<file path="src/rtl/dtc_arb_pkg.sv">
// ============================================================================
// Module   : dtc_arb_pkg
// Brief    : Shared types and constants for the shared-classifier arbiter.
// Revision : 1.0
// ============================================================================
`default_nettype none

package dtc_arb_pkg;

  localparam int c_DEF_FEAT_W  = 12;
  localparam int c_DEF_CLASS_W = 3;

  typedef enum logic [1:0] {
    ST_IDLE = 2'd0,
    ST_EVAL = 2'd1,
    ST_RESP = 2'd2
  } arb_state_t;

  // Index width that stays legal (>=1) for a single-entry range.
  function automatic int id_width(input int n);
    return (n > 1) ? $clog2(n) : 1;
  endfunction

endpackage

`default_nettype wire

</file>
<file path="src/rtl/dtc_rr_pick.sv">
// ============================================================================
// Module   : dtc_rr_pick
// Brief    : Combinational rotate-priority picker (search from ptr upward, wrap).
// Revision : 1.0
// ============================================================================
`default_nettype none

module dtc_rr_pick
  import dtc_arb_pkg::*;
#(
  parameter int NUM_REQ = 4,
  parameter int ID_W    = id_width(NUM_REQ)
) (
  input  logic [NUM_REQ-1:0] req,
  input  logic [ID_W-1:0]    ptr,
  output logic [NUM_REQ-1:0] grant,
  output logic [ID_W-1:0]    idx,
  output logic               any_valid
);

  logic [ID_W-1:0] w_pos;

  always_comb begin
    grant     = '0;
    idx       = '0;
    any_valid = 1'b0;
    w_pos     = '0;
    for (int k = 0; k < NUM_REQ; k++) begin
      w_pos = ID_W'((int'(ptr) + k) % NUM_REQ);
      if (!any_valid && req[w_pos]) begin
        any_valid    = 1'b1;
        idx          = w_pos;
        grant[w_pos] = 1'b1;
      end
    end
  end

endmodule

`default_nettype wire

</file>
<file path="src/rtl/dtc_shared_arbiter.sv">
// ============================================================================
// Module   : dtc_shared_arbiter
// Brief    : Round-robin sharing of one combinational classifier between
//            NUM_REQ requesters with a multicycle evaluation window.
// Revision : 1.0
// ============================================================================
`default_nettype none

module dtc_shared_arbiter
  import dtc_arb_pkg::*;
#(
  parameter int NUM_REQ     = 4,
  parameter int FEAT_W      = c_DEF_FEAT_W,
  parameter int CLASS_W     = c_DEF_CLASS_W,
  parameter int EVAL_CYCLES = 1,
  localparam int ID_W       = id_width(NUM_REQ)
) (
  input  logic                        clk,
  input  logic                        rst,
  input  logic [NUM_REQ-1:0]          req_valid,
  output logic [NUM_REQ-1:0]          req_ready,
  input  logic [NUM_REQ*FEAT_W-1:0]   req_feat,
  output logic [FEAT_W-1:0]           dt_inp,
  input  logic [CLASS_W-1:0]          dt_outp,
  output logic                        res_valid,
  input  logic                        res_ready,
  output logic [CLASS_W-1:0]          res_class,
  output logic [ID_W-1:0]             res_id,
  output logic                        busy
);

  localparam int            CNT_W      = id_width(EVAL_CYCLES);
  localparam logic [CNT_W-1:0] c_CNT_LOAD = CNT_W'(EVAL_CYCLES - 1);
  localparam logic [ID_W-1:0]  c_LAST_ID  = ID_W'(NUM_REQ - 1);

  arb_state_t           r_state;
  arb_state_t           w_state_nxt;
  logic [ID_W-1:0]      r_rr_ptr;
  logic [CNT_W-1:0]     r_cnt;
  logic [FEAT_W-1:0]    r_dt_inp;
  logic [CLASS_W-1:0]   r_res_class;
  logic [ID_W-1:0]      r_res_id;
  logic                 r_res_valid;

  logic [NUM_REQ-1:0]   w_grant;
  logic [ID_W-1:0]      w_idx;
  logic                 w_any;
  logic [FEAT_W-1:0]    w_feat [NUM_REQ];

  for (genvar i = 0; i < NUM_REQ; i++) begin : g_feat_unpack
    assign w_feat[i] = req_feat[i*FEAT_W +: FEAT_W];
  end

  dtc_rr_pick #(
    .NUM_REQ (NUM_REQ),
    .ID_W    (ID_W)
  ) u_pick (
    .req       (req_valid),
    .ptr       (r_rr_ptr),
    .grant     (w_grant),
    .idx       (w_idx),
    .any_valid (w_any)
  );

  always_ff @(posedge clk or posedge rst) begin
    if (rst) r_state <= ST_IDLE;
    else     r_state <= w_state_nxt;
  end

  // Grant is only offered from IDLE; EVAL and RESP backpressure all requesters.
  always_comb begin
    w_state_nxt = r_state;
    req_ready   = '0;
    case (r_state)
      ST_IDLE: begin
        if (w_any) begin
          req_ready   = w_grant;
          w_state_nxt = ST_EVAL;
        end
      end
      ST_EVAL: begin
        if (r_cnt == '0) w_state_nxt = ST_RESP;
      end
      ST_RESP: begin
        if (r_res_valid && res_ready) w_state_nxt = ST_IDLE;
      end
      default: w_state_nxt = ST_IDLE;
    endcase
  end

  // dt_inp only moves on a grant edge, keeping the classifier input stable
  // across the whole EVAL window (multicycle path).
  always_ff @(posedge clk or posedge rst) begin
    if (rst) begin
      r_rr_ptr    <= '0;
      r_cnt       <= '0;
      r_dt_inp    <= '0;
      r_res_class <= '0;
      r_res_id    <= '0;
      r_res_valid <= 1'b0;
    end else begin
      case (r_state)
        ST_IDLE: begin
          if (w_any) begin
            r_dt_inp <= w_feat[w_idx];
            r_res_id <= w_idx;
            r_rr_ptr <= (w_idx == c_LAST_ID) ? '0 : w_idx + 1'b1;
            r_cnt    <= c_CNT_LOAD;
          end
        end
        ST_EVAL: begin
          if (r_cnt == '0) begin
            r_res_class <= dt_outp;
            r_res_valid <= 1'b1;
          end else begin
            r_cnt <= r_cnt - 1'b1;
          end
        end
        ST_RESP: begin
          if (res_ready) r_res_valid <= 1'b0;
        end
        default: ;
      endcase
    end
  end

  assign dt_inp    = r_dt_inp;
  assign res_valid = r_res_valid;
  assign res_class = r_res_class;
  assign res_id    = r_res_id;
  assign busy      = (r_state != ST_IDLE);

endmodule

`default_nettype wire

</file>
<file path="config.mk">
export PLATFORM = sky130hd
export DESIGN_NAME = dtc_shared_arbiter
export DESIGN_NICKNAME = d
export VERILOG_FILES = /design/src/rtl/dtc_arb_pkg.sv /design/src/rtl/dtc_rr_pick.sv /design/src/rtl/dtc_shared_arbiter.sv
export SDC_FILE = /design/constraint.sdc
export NUM_CORES = 1
export LEC_CHECK = 0
export ABC_CLOCK_PERIOD_IN_PS = 3650
export CORE_MARGIN = 10
export CORE_UTILIZATION = 43
export DETAILED_ROUTE_END_ITERATION = 6
export GPL_ROUTABILITY_DRIVEN = 0
export PLACE_DENSITY = 0.76
export SYNTH_ARGS = -nofsm -noshare
export SYNTH_HDL_FRONTEND = slang
export SYNTH_SLANG_ARGS = --single-unit
</file>
<file path="constraint.sdc">
create_clock -name clk -period 3.65 [get_ports clk]
set_clock_uncertainty 0.2 [all_clocks]
set_input_delay 0.365 -clock clk [delete_from_list [all_inputs] [get_ports clk]]
set_output_delay 0.365 -clock clk [all_outputs]
set_load 0.02 [all_outputs]
</file>
Word-level counts from Yosys, hierarchy flattened --
Index checks and enable logic that the tools add are counted.
Cells by class: add/subtract/negate cells 5, magnitude comparators 9, equality and inequality tests 7, muxes and demuxes 44, bitwise operators 5, reduce and logical (&&, ||, !) cells 20
Operator list (number):
- $bmux 12 s2 | 1
- $mux 12 | 2
- $mux 4 | 6
- $mux 1 | 16
- $mux 2 | 8
- $lt 2x3->1 const B | 4
- $or 4x4->4 | 3
- $bmux 1 s2 | 4
- $demux 1 s2 | 4
- $ge 2x1->1 const B | 4
- $logic_and 1x1->1 | 8
- $ne 2x2->1 const B | 3
- $pmux 2 s3 | 1
- $reduce_and 2->1 | 3
- $reduce_and 3->1 | 2
- $reduce_bool 2->1 | 3
- $add 2x1->2 const B | 2
- $add 2x2->2 const B | 2
- $eq 2x2->1 const B | 2
- $pmux 1 s2 | 2
- $ge 3x3->1 const B | 1
- $logic_not 1->1 | 3
- $not 2->3 | 1
- $eq 2x1->1 const B | 1
- 4 further kinds | 4
Word-level totals: bits in registers 23, bits of input ports 58, output and inout port bits 23, word-level logic and storage cells 97

Logic depth before layout (Yosys ltp) --
Gate-level depths: netlist of the first run.
word-level depth 16, depth in mapped cells 14, gate-level depth less buffers 10

Hierarchy --
Synthesis of the first run repeated with hierarchy kept, for this count alone.
Unflattened totals: cells, all modules 154, area total of the unflattened synthesis 1676.6 sq um
Modules (own cells, without submodules):
- dtc_shared_arbiter | times used 1, cells each 109, area an instance 1255.0 sq um, sequential area each 550.5 sq um
- dtc_rr_pick | times used 1, cells each 45, area an instance 421.7 sq um, sequential area each 0.0 sq um

Worst setup path after synthesis of the first run --
No wires, ideal clock.
kind register to register, start reg r_rr_ptr[0], end reg r_rr_ptr[0], library setup time 0.121 ns, arrival time 2.975 ns, data required time 3.329 ns, slack 0.355 ns, stages on the path, launching flop included 15, buffers on the path 4, period minus slack after synthesis 3.295 ns, cells stage by stage dfrtp_1 buf_6 clkbuf_1 inv_1 ha_1 mux4_2 nor2b_1 buf_6 o21ai_2 o21a_4 inv_2 buf_6 ha_1 o21ai_1 a22o_1
On the way: cells in the longest elaborated chain, start to end 14, elaborated cells on any way between the ends 29, classes of those cells 4 x add/sub; 1 x eq/ne; 17 x mux; 7 x reduce/logical
Ends and longest elaborated chain:
- start: declaration | line dtc_shared_arbiter.sv:38 | logic [ID_W-1:0] r_rr_ptr;
- start signal: assignment | line dtc_shared_arbiter.sv:107 | r_rr_ptr <= (w_idx == c_LAST_ID) ? '0 : w_idx + 1'b1;
- parallel branches: the longest is 11 deep, another holds $add 2x1->2
- $mux 2 * | line dtc_rr_pick.sv:30 | if (!any_valid && req[w_pos]) begin
- net u_pick.idx[0] | line dtc_rr_pick.sv:17 | output logic [ID_W-1:0] idx,
- $add 2x1->2 or $eq 2x2->1 (tied branches) | line dtc_shared_arbiter.sv:107
- $mux 2 * | line dtc_shared_arbiter.sv:107
Mark *: on every way through the listed nets, which the timed path passes. The select of a mux whose other input is x is not followed. A chain may end at the register's enable or synchronous reset.

Worst setup path after layout of the first run --
start reg r_rr_ptr[1], end out req_ready[3]
On the way: cells in the longest elaborated chain, start to end 14, elaborated cells on any way between the ends 50, classes of those cells 3 x add/sub; 8 x order compare; 26 x mux; 3 x bitwise; 10 x reduce/logical
Ends and longest elaborated chain:
- parallel branches: the longest is 12 deep, another holds $lt 2x3->1
- $mux 4 * | line dtc_shared_arbiter.sv:76 | if (w_any) begin
- $mux 4 * | line dtc_shared_arbiter.sv:74 | case (r_state)
- end: declaration | line dtc_shared_arbiter.sv:21 | output logic [NUM_REQ-1:0] req_ready,
Mark *: on every way between the ends. The select of a mux whose other input is x is not followed.

==> flow_summary.toml, run 1 <==
[yosys]
synth_top_family_by_area = "compound AO/OA/AOI/OAI gates"
yosysSeqAreaShare_pct = 28.3
synthAdderAreaFrac_pct = 5.78
yosys.area_share.simple_pct = 11.2
synth_xor_area_share_pct = 0
ys_seq_elements = 22
synth-edff-count = 0
async_flop_share_pct = 100
synth-compound-area-share_pct = 39.0
synthesis.nets = 268
avgSynthCellArea_um2 = 9.69
syn_inst = 201
synthMuxAreaShare_pct = 7.77
synthesis.area_um2 = 1950
synth-main-ff-cell = "dfrtp_1"
synth_cell_types = 46
yosys_warnings = 0

[grt]
antenna_found_initial = 0
track_usage_pct = 13.6
grt_max_degree = 29
first_global_vias = 1823
grt.overflow.total = 0
grt_pass1_wl_mm = 8.59

[critical_path]
path_buf_inv = 2
criticalPathCategory = "register to output pin"
cpPeakStageDelay_ns = 0.61
cp-end-kind = "output pin"
r2r_slack_ns = 0.50
crit_path_start_kind = "register"
ff2ff_path_depth = 11
timing.rr.start = "r_rr_ptr[1]"
path_cells = "inv_1 -> ha_1 -> mux4_2 -> nor2b_4 -> a22oi_1 -> nor2_1 -> a221oi_1 -> nor2_1 -> clkdlybuf4s50_1"
crit_path_frequent_cell = "nor2_1"
slowest_stage = "clkdlybuf4s50_1"
cp.arrival_ns = 2.85
crit_family = "buffers and inverters"
r2r_end = "r_rr_ptr[0]"
required_ns = 3.08
worstPathMaxFanout = 7

[route]
vias = 1826
drc = 0
drt_iter0_drc = 71
first_pass_iters = 4
routed_wl_mm = 5.51
wire_per_inst_um = 16.9
top_layer_used = "met4"
wl_met1_mm = 2.34
detail-route-antenna-nets = 0
wl_met3_um = 583
avgViaCountPerCell = 5.58
dr_wl_met2_mm = 2.56

[final_layout]
multi_input_area_um2 = 1250
fin_cells = 327
post-route-util_pct = 64.6
design_area_um2 = 2830
layout-drive-gt1-share_pct = 17.8
nFillCells = 394
regArea_um2 = 552
syn_to_final_growth_pct = 45.5
antenna_cells = 0
layout.nets = 343

[timing]
fin_crit_sh_pct = 93.7
max_slew_margin_pct = 41.6
period_minus_slack_ns = 3.42
grt_setup_unrepaired = "false"
hold_viol_final = 0
worst_pin_slew_ns = 0.876
slew_violations = 0
fmax_ghz = 0.292
fin_ws_ns = 0.231
setup_tns_ns = 0
finalSetupViolCount = 0

[clocking]
clk_latency_ns = 0.26
cts_tree = "built"
cts_inserted_buffers = 3
root_buffer = "clkbuf_8"
cts-hold-fix-buffers = 0
numClockSinks = 22
postCtsSetupBuffers = 0
ctsLongestPathBuffers = 2
htree_levels = 1
clkSlewWorstSetupHoldPaths_ns = 0.08

[place]
port_buffers = 80
dp_slack_ns = 0.268
placed_area_um2 = 2750
dp_hpwl_mm = 4.33
dp_cells = 323

[die]
die-area_um2 = 7620
core_area_um2 = 4380
start_util_pct = 44.4
io_pins = 81
rows = 24
chipHeight_um = 87.3
die_x_um = 87.3

[run_status]
status = "finished, final reports clean"

[run]
drv_cap = 0

[worst_hold_path]
holdCritPathClass = "register to register"
hold_depth = 2
min_to = "dt_inp[1]"
min_from = "dt_inp[1]"

[pwr]
power.leakage_nw = 1.12
power_density_nw_per_um2 = 949
vdd.ir_drop.worst_v = 0.000317
Yosys cell counts, types with 2 or more instances:
cell,count,share of area [%]
nand4_1,2,0.64
o21ai_0,3,0.77
nor2b_1,3,0.96
dfrtp_1,22,28
a32oi_1,2,0.90
clkbuf_1,9,1.7
a21boi_0,19,7.3
o31ai_2,9,5.8
a21o_1,3,1.2
mux4_2,3,3.5
nor3_1,4,1.0
ha_1,9,5.8
nand2b_1,2,0.64
mux2_2,3,1.7
o21ai_1,2,0.51
a211oi_1,8,3.1
o311ai_1,2,0.90
inv_2,2,0.39
a221oi_1,4,1.8
a21oi_1,2,0.51
buf_6,7,4.0
nand2_1,17,3.3
inv_1,7,1.3
nor2_1,14,2.7
mux2i_1,5,2.6
a22oi_1,4,1.5
o21bai_1,2,0.77
a211oi_2,14,9.0
worst reg2reg max path: stages, from the launching register on:
cell	delay (ns)
dfrtp_2	0.45
inv_1	0.15
ha_1	0.40
mux4_2	0.43
nor2b_4	0.19
buf_4	0.15
o21ai_2	0.06
o21a_4	0.20
inv_2	0.27
ha_1	0.23
o21ai_1	0.08
a22o_1	0.23
placed cells by master, fill, tap and decap left out, types with 3 or more instances in the layout:
master,netlist,final
o21ai_0,3,3
a211oi_2,14,14
nor3_1,4,3
buf_4,0,7
nor2_1,14,14
mux4_2,3,3
clkbuf_8,0,3
nand2_1,17,17
a22oi_1,4,4
a211oi_1,8,8
a221oi_1,4,4
inv_1,7,7
clkdlybuf4s50_1,0,80
dfrtp_1,22,21
ha_1,9,9
o31ai_2,9,9
mux2i_1,5,5
a21o_1,3,3
mux2_2,3,3
a21boi_0,19,19
how the worst max path moves through the flow:
stage	from	to	slack [ns]	cells after the start
floorplan	r_rr_ptr[0]	r_rr_ptr[0]	0.35	14
global placement	req_valid[1]	r_rr_ptr[0]	0.33	10
detailed placement	req_valid[1]	req_ready[3]	0.27	8
CTS	r_rr_ptr[1]	req_ready[3]	0.03	7
global route	r_rr_ptr[1]	req_ready[0]	0.07	9
finish	r_rr_ptr[1]	req_ready[3]	0.23	9
sequential cells by signal (all words and copies together), names as in the netlist:
name       cells
dt_inp        12
r_rr_ptr       2
r_state        2
res_class      3
res_id         2
res_valid      1
layout make-up:
class                           instances  area share (%)
Inverter                               10            1.32
Tap cell                               52            2.30
Clock buffer                            3            1.46
Sequential cell                        22            19.5
Timing Repair Buffer                   87            30.1
Multi-Input combinational cell        152            44.3
Clock inverter                          1            1.06
per-layer routing:
layer,track usage [%],vias up
li1,-,905
met1,16.4,852
met2,21.2,67
met3,6.93,2
met4,3.04,0
met5,0,-
cell families after synthesis:
kind of cell / Yosys count
AO/OA/AOI/OAI: 85
adder cells (fa/ha/maj): 9
buffers and inverters: 27
flip-flops: 22
multiplexers: 11
AND/OR/NAND/NOR: 47
stage by stage:
stage                     power (mW)  hold slack [ns]
after floorplan                 1.96            0.154
after global placement          2.43            0.265
after detailed placement        2.46            0.266
after CTS                       2.70            0.285
after global routing            2.90            0.298
final                           2.69            0.290
repair_timing:
action,CTS,global route
resized for setup,1,3
pin swaps,0,0
endpoints found under the setup margin,3,4
hold endpoints to repair,0,0
power breakdown:
part / switching (mW) / leakage (nW) / internal [mW]
registers: 0.0795 / 0.265 / 0.376
logic: 1.12 / 0.818 / 0.884
clock network: 0.0817 / 0.0357 / 0.146
Note: power is estimated with default switching activity, not from simulation.
==> inputs of run 2 (changes only) <==
--- a/config.mk
+++ b/config.mk
@@ -6,6 +6,7 @@
 export NUM_CORES = 1
 export LEC_CHECK = 0
 export ABC_CLOCK_PERIOD_IN_PS = 3650
+export CAP_MARGIN = 15
 export CORE_MARGIN = 10
 export CORE_UTILIZATION = 43
 export DETAILED_ROUTE_END_ITERATION = 6
==> results of run 2 <==
Same layout as run 1: the final DEF is identical, and so are final timing and power.
==> inputs of run 3 (changes only) <==
--- a/config.mk
+++ b/config.mk
@@ -6,12 +6,12 @@
 export NUM_CORES = 1
 export LEC_CHECK = 0
 export ABC_CLOCK_PERIOD_IN_PS = 3650
-export CAP_MARGIN = 15
 export CORE_MARGIN = 10
-export CORE_UTILIZATION = 43
+export CORE_UTILIZATION = 33
 export DETAILED_ROUTE_END_ITERATION = 6
 export GPL_ROUTABILITY_DRIVEN = 0
-export PLACE_DENSITY = 0.76
+export PLACE_DENSITY = 0.6
+export RECOVER_POWER = 100
 export SYNTH_ARGS = -nofsm -noshare
 export SYNTH_HDL_FRONTEND = slang
 export SYNTH_SLANG_ARGS = --single-unit
==> run 3 against run 2 <==
  * Register-to-register slack got worse by 0.05 ns
  * First-iteration DRC count increased by 48%
  * Worst hold slack got worse by 0.010 ns
  * Clock power decreased by 31%
  * Via count decreased by 0.11%
  * Largest cell class unchanged
==> flow_summary.toml, run 3 (synthesized netlist as in run 1, its figures left out) <==
[timing]
period_minus_slack_ns = 3.52
holdWs_ns = 0.280
finalSetupViolCount = 0
max_slew_margin_pct = 42.5
slew_violations = 0
fin_crit_sh_pct = 96.4
setup_tns_ns = 0
hold_viol_final = 0
grt_setup_unrepaired = "false"
fin_ws_ns = 0.133
worst_pin_slew_ns = 0.862
fmax_ghz = 0.284

[run]
drv_cap = 0

[critical_path]
path_cells = "inv_1 -> ha_1 -> buf_4 -> mux4_2 -> nand2b_4 -> nor3_1 -> a221oi_1 -> nor2_1 -> clkdlybuf4s50_1"
setup.worst_path.end = "req_ready[3]"
startpoint = "r_rr_ptr[0]"
r2r_slack_ns = 0.45
ff2ff_path_depth = 9
cp.arrival_ns = 2.95
crit_path_start_kind = "register"
timing.rr.start = "r_rr_ptr[0]"
worstPathMaxFanout = 6
cp-end-kind = "output pin"
cpPeakStageDelay_ns = 0.61
r2r_end = "dt_inp[10]"
required_ns = 3.08
slowest_stage = "clkdlybuf4s50_1"
criticalPathCategory = "register to output pin"

[die]
io_pins = 81
die_x_um = 96.8
die-area_um2 = 9380
chipHeight_um = 96.8
rows = 27
core_area_um2 = 5610
start_util_pct = 34.7

[final_layout]
design_area_um2 = 2840
layout.nets = 350
layout-drive-gt1-share_pct = 16.4
antenna_cells = 0
fin_cells = 353
final_common_cell = "clkdlybuf4s50_1"
largest_reg_flops = 12
final_cell_mix = "59 x clkdlybuf4s50_1, 22 x dfrtp_1, 21 x dlygate4sd3_1"
syn_to_final_growth_pct = 46.0

[grt]
grt_pass1_wl_mm = 9.88
grt.overflow.total = 0
grt_max_degree = 29
antenna_found_initial = 0
first_global_vias = 1869
track_usage_pct = 12.6

[clocking]
root_buffer = "clkbuf_8"
ctsLongestPathBuffers = 2
clkSlewWorstSetupHoldPaths_ns = 0.08
htree_levels = 1
numClockSinks = 22
cts_tree = "built"
clk_latency_ns = 0.27
cts_inserted_buffers = 3
postCtsSetupBuffers = 0
cts-hold-fix-buffers = 0

[route]
avgViaCountPerCell = 5.17
drc = 0
drt_iter0_drc = 105
detail-route-antenna-nets = 0
vias = 1824
wire_per_inst_um = 17.1
first_pass_iters = 4
routed_wl_mm = 6.04

[pwr]
vdd.ir_drop.worst_v = 0.000443
power.leakage_nw = 1.14
power_density_nw_per_um2 = 905

[place]
dp_slack_ns = 0.165
dp_cells = 350
placed_area_um2 = 2830
port_buffers = 80
dp_hpwl_mm = 4.80

[run_status]
status = "finished, final reports clean"

[worst_hold_path]
min_from = "dt_inp[11]"
holdCritPathClass = "register to register"
## run 3: worst min-delay path by stage
stage,end,slack [ns],depth (start not counted)
after floorplan,dt_inp[0],0.15,1
after global placement,dt_inp[11],0.27,2
after detailed placement,dt_inp[1],0.27,2
after CTS,dt_inp[1],0.29,2
after global routing,dt_inp[6],0.31,2
final,dt_inp[11],0.28,2
## run 3: area by class of cell
class	instances	area, um^2
Tap cell	72	90.1
Inverter	10	37.5
Multi-Input combinational cell	152	1220
Timing Repair Buffer	94	900
Sequential cell	22	551
Clock buffer	3	41.3
Fill cell	576	2760
## run 3: stage by stage
step / util (%) / total power [mW]
4_1_cts: 51.2 / 2.69
3_5_place_dp: 50.4 / 2.53
2_1_floorplan: - / 1.96
6_report: 50.7 / 2.57
5_1_grt: 50.7 / 2.81
3_3_place_gp: 50.4 / 2.51
## run 3: where the power goes
group	internal (mW)	switching [mW]	leakage (nW)
logic	0.848	1.13	0.850
clock network	0.0740	0.0842	0.0216
registers	0.375	0.0675	0.266
total	1.30	1.28	1.14
## run 3: routing by layer
layer | share of wire (%) | vias up | routed length, um | global-route usage (%)
met1 | 44 | 854 | 2660 | 15.2
met3 | 4.2 | 4 | 254 | 2.77
met4 | 1.3 | 0 | 76 | 4.06
li1 | - | 923 | - | -
met2 | 50 | 43 | 3050 | 21.5
met5 | 0 | - | 0 | 0
## run 3: timing repair
action | in CTS | in global routing
pin swaps | 0 | 0
endpoints found under the setup margin | 4 | 4
gates resized for setup | 1 | 1
## run 3: critical path, delay by kind of cell, from the launching register on
kind,cells,cell delay (ns)
and+or+nand+nor,3,0.56
adders and majority gates,1,0.30
AOI/OAI and AO/OA,1,0.15
muxes,1,0.25
DFF,1,0.43
buffers and inverters,3,0.99
==> variant (flow settings as in run 1) <==
`NUM_REQ` is set to 4 in 2 places; all go to 8.
--- a/src/rtl/dtc_rr_pick.sv
+++ b/src/rtl/dtc_rr_pick.sv
@@ -9,5 +9,5 @@
   import dtc_arb_pkg::*;
 #(
-  parameter int NUM_REQ = 4,
+  parameter int NUM_REQ = 8,
   parameter int ID_W    = id_width(NUM_REQ)
 ) (
--- a/src/rtl/dtc_shared_arbiter.sv
+++ b/src/rtl/dtc_shared_arbiter.sv
@@ -10,5 +10,5 @@
   import dtc_arb_pkg::*;
 #(
-  parameter int NUM_REQ     = 4,
+  parameter int NUM_REQ     = 8,
   parameter int FEAT_W      = c_DEF_FEAT_W,
   parameter int CLASS_W     = c_DEF_CLASS_W,
Interface: changed (resized req_feat, req_ready, req_valid and res_id); port bits go from 81 to 138. No check against the original RTL was run, so the function may have changed too.
==> variant against run 1 <==
  * The flow now finishes with violations (negative setup slack)
  * Synthesized area is 54% higher
  * Final area is 92% higher
  * Setup slack worse by 410 ps
  * Routed wire length is 150% higher
  * Non-clock buffer count is 125 higher
  * Sequential cell count is 2 higher
  * Critical path type unchanged
  * Largest cell class unchanged
  * Highest routed layer unchanged
Power is left out: the tool's default activity adds up to more than one toggle a clock period on the data nets, which glitch-free logic cannot reach.
==> variant: results (changes against run 1) <==
Status - finished with violations (was finished clean)
Failing checks - negative setup slack
Vias in the first global route - 3,630 (was 1,823)
First-pass GRT wire length - 18,300 um (was 8590 um)
Ratio of cells with drive above 1 in the final layout - 39.2% (was 17.8%)
Vias/cell - 5.95 (was 5.58)
Total number of vias - 3,727 (was 1,826)
GR Util All Layers - 21.4% (was 13.6%)
Critical path's top delay family - multiplexers (was buffers and inverters)
Worst-skew pair later-pin latency - 280 ps (was 260 ps)
Synthesized Nets - 450 (was 268)
WP data arrival - 3260 ps (was 2850 ps)
Unique masters post-synth - 57 (was 46)
Synth top area cells - dfrtp_1 20%, mux2_2 14%, mux2i_1 9.0% (was dfrtp_1 28%, a211oi_2 9.0%, a21boi_0 7.3%)
I/O Buffers - 137 (was 80)
Slowest-stage cell, CP - mux4_2 (was clkdlybuf4s50_1)
Dpl ws - -527 ps (was 268 ps)
Placement Cell Area - 0.00495 mm2 (was 0.00275 mm2)
Final worst-path setup slack - -177 ps (was 231 ps)
Final nets - 649 (was 343)
Iteration-0 DRC Markers - 257 (was 71)
Slew headroom - 38.3% (was 41.6%)
Slowest stage delay, CP - 540 ps (was 610 ps)
Total setup buffers inserted after CTS - 4 (was 0)
Std cell rows - 30 (was 24)
Max FO, Critical Path - 4 (was 7)
Cells after Synth - 332 (was 201)
First-pass DRT Iterations - 5 (was 4)
# setup viols final - 21 (was 0)
Post-synth top cells - 36 x mux2_2, 31 x nand2_1, 27 x mux2i_1 (was 22 x dfrtp_1, 19 x a21boi_0, 17 x nand2_1)
Hold-critical path depth - 1 (was 2)
R2R depth - 14 (was 11)
Layout fillers - 410 (was 394)
Inst Count DP - 613 (was 323)
-- variant: worst register-to-register path, stage by stage, from the launching register on --
cell and delay, ps:
dfrtp_2 450, inv_8 40, ha_4 290, mux4_2 540, mux2i_2 200, and3_4 250
or4b_4 490, buf_4 160, buf_6 120, nand4_4 110, nand2_4 90, buf_12 170
mux2_2 260, o22ai_4 80, o31ai_2 280
-- variant: final timing paths --
kind                              from           end  slack (ps)
max in group asynchronous          rst   r_rr_ptr[0]        2240
setup / recovery           r_rr_ptr[0]  req_ready[3]        -180
hold / removal               res_id[0]     res_id[0]         300
hold reg to reg              res_id[0]     res_id[0]         300
min in group asynchronous          rst     dt_inp[3]         380
setup reg to reg           r_rr_ptr[0]     dt_inp[2]        -160
-- variant: per-layer routing --
metal / share of wire (%) / vias up / global-route usage, % / wire length (um)
li1: - / 1670 / - / -
met1: 36 / 1824 / 24.3 / 4940
met2: 53 / 193 / 39.6 / 7210
met3: 8.1 / 40 / 4.65 / 1110
met4: 2.7 / 0 / 5.24 / 361
met5: 0 / - / 0 / 0
-- variant: per-stage QoR --
stage	TNS, ps	util [%]
floorplan	-2610	-
global placement	-3140	72.9
detailed placement	-5460	72.9
CTS	-555	74.7
global route	-4610	80.2
finish	-1570	80.2
-- variant: cell type report --
type                       instances  area [um2]  area share, %
timing repair buffer             212        1980           36.4
clock buffer                       4        55.1           1.01
tap                               96         120           2.20
timing repair inverter             1        7.51          0.138
multi-input combinational        277        2620           48.0
inverter                          12        65.1           1.19
sequential                        24         602           11.0
-- variant: cells by family after synthesis --
family | count (synthesis) | share of synthesized area [%]
fa+ha+maj | 8 | 3.34
xor+xnor | 3 | 1.13
mux | 84 | 35.4
buf+inv | 31 | 5.43
compound gates | 82 | 18.6
simple gates | 100 | 16.1
flops | 24 | 20.0
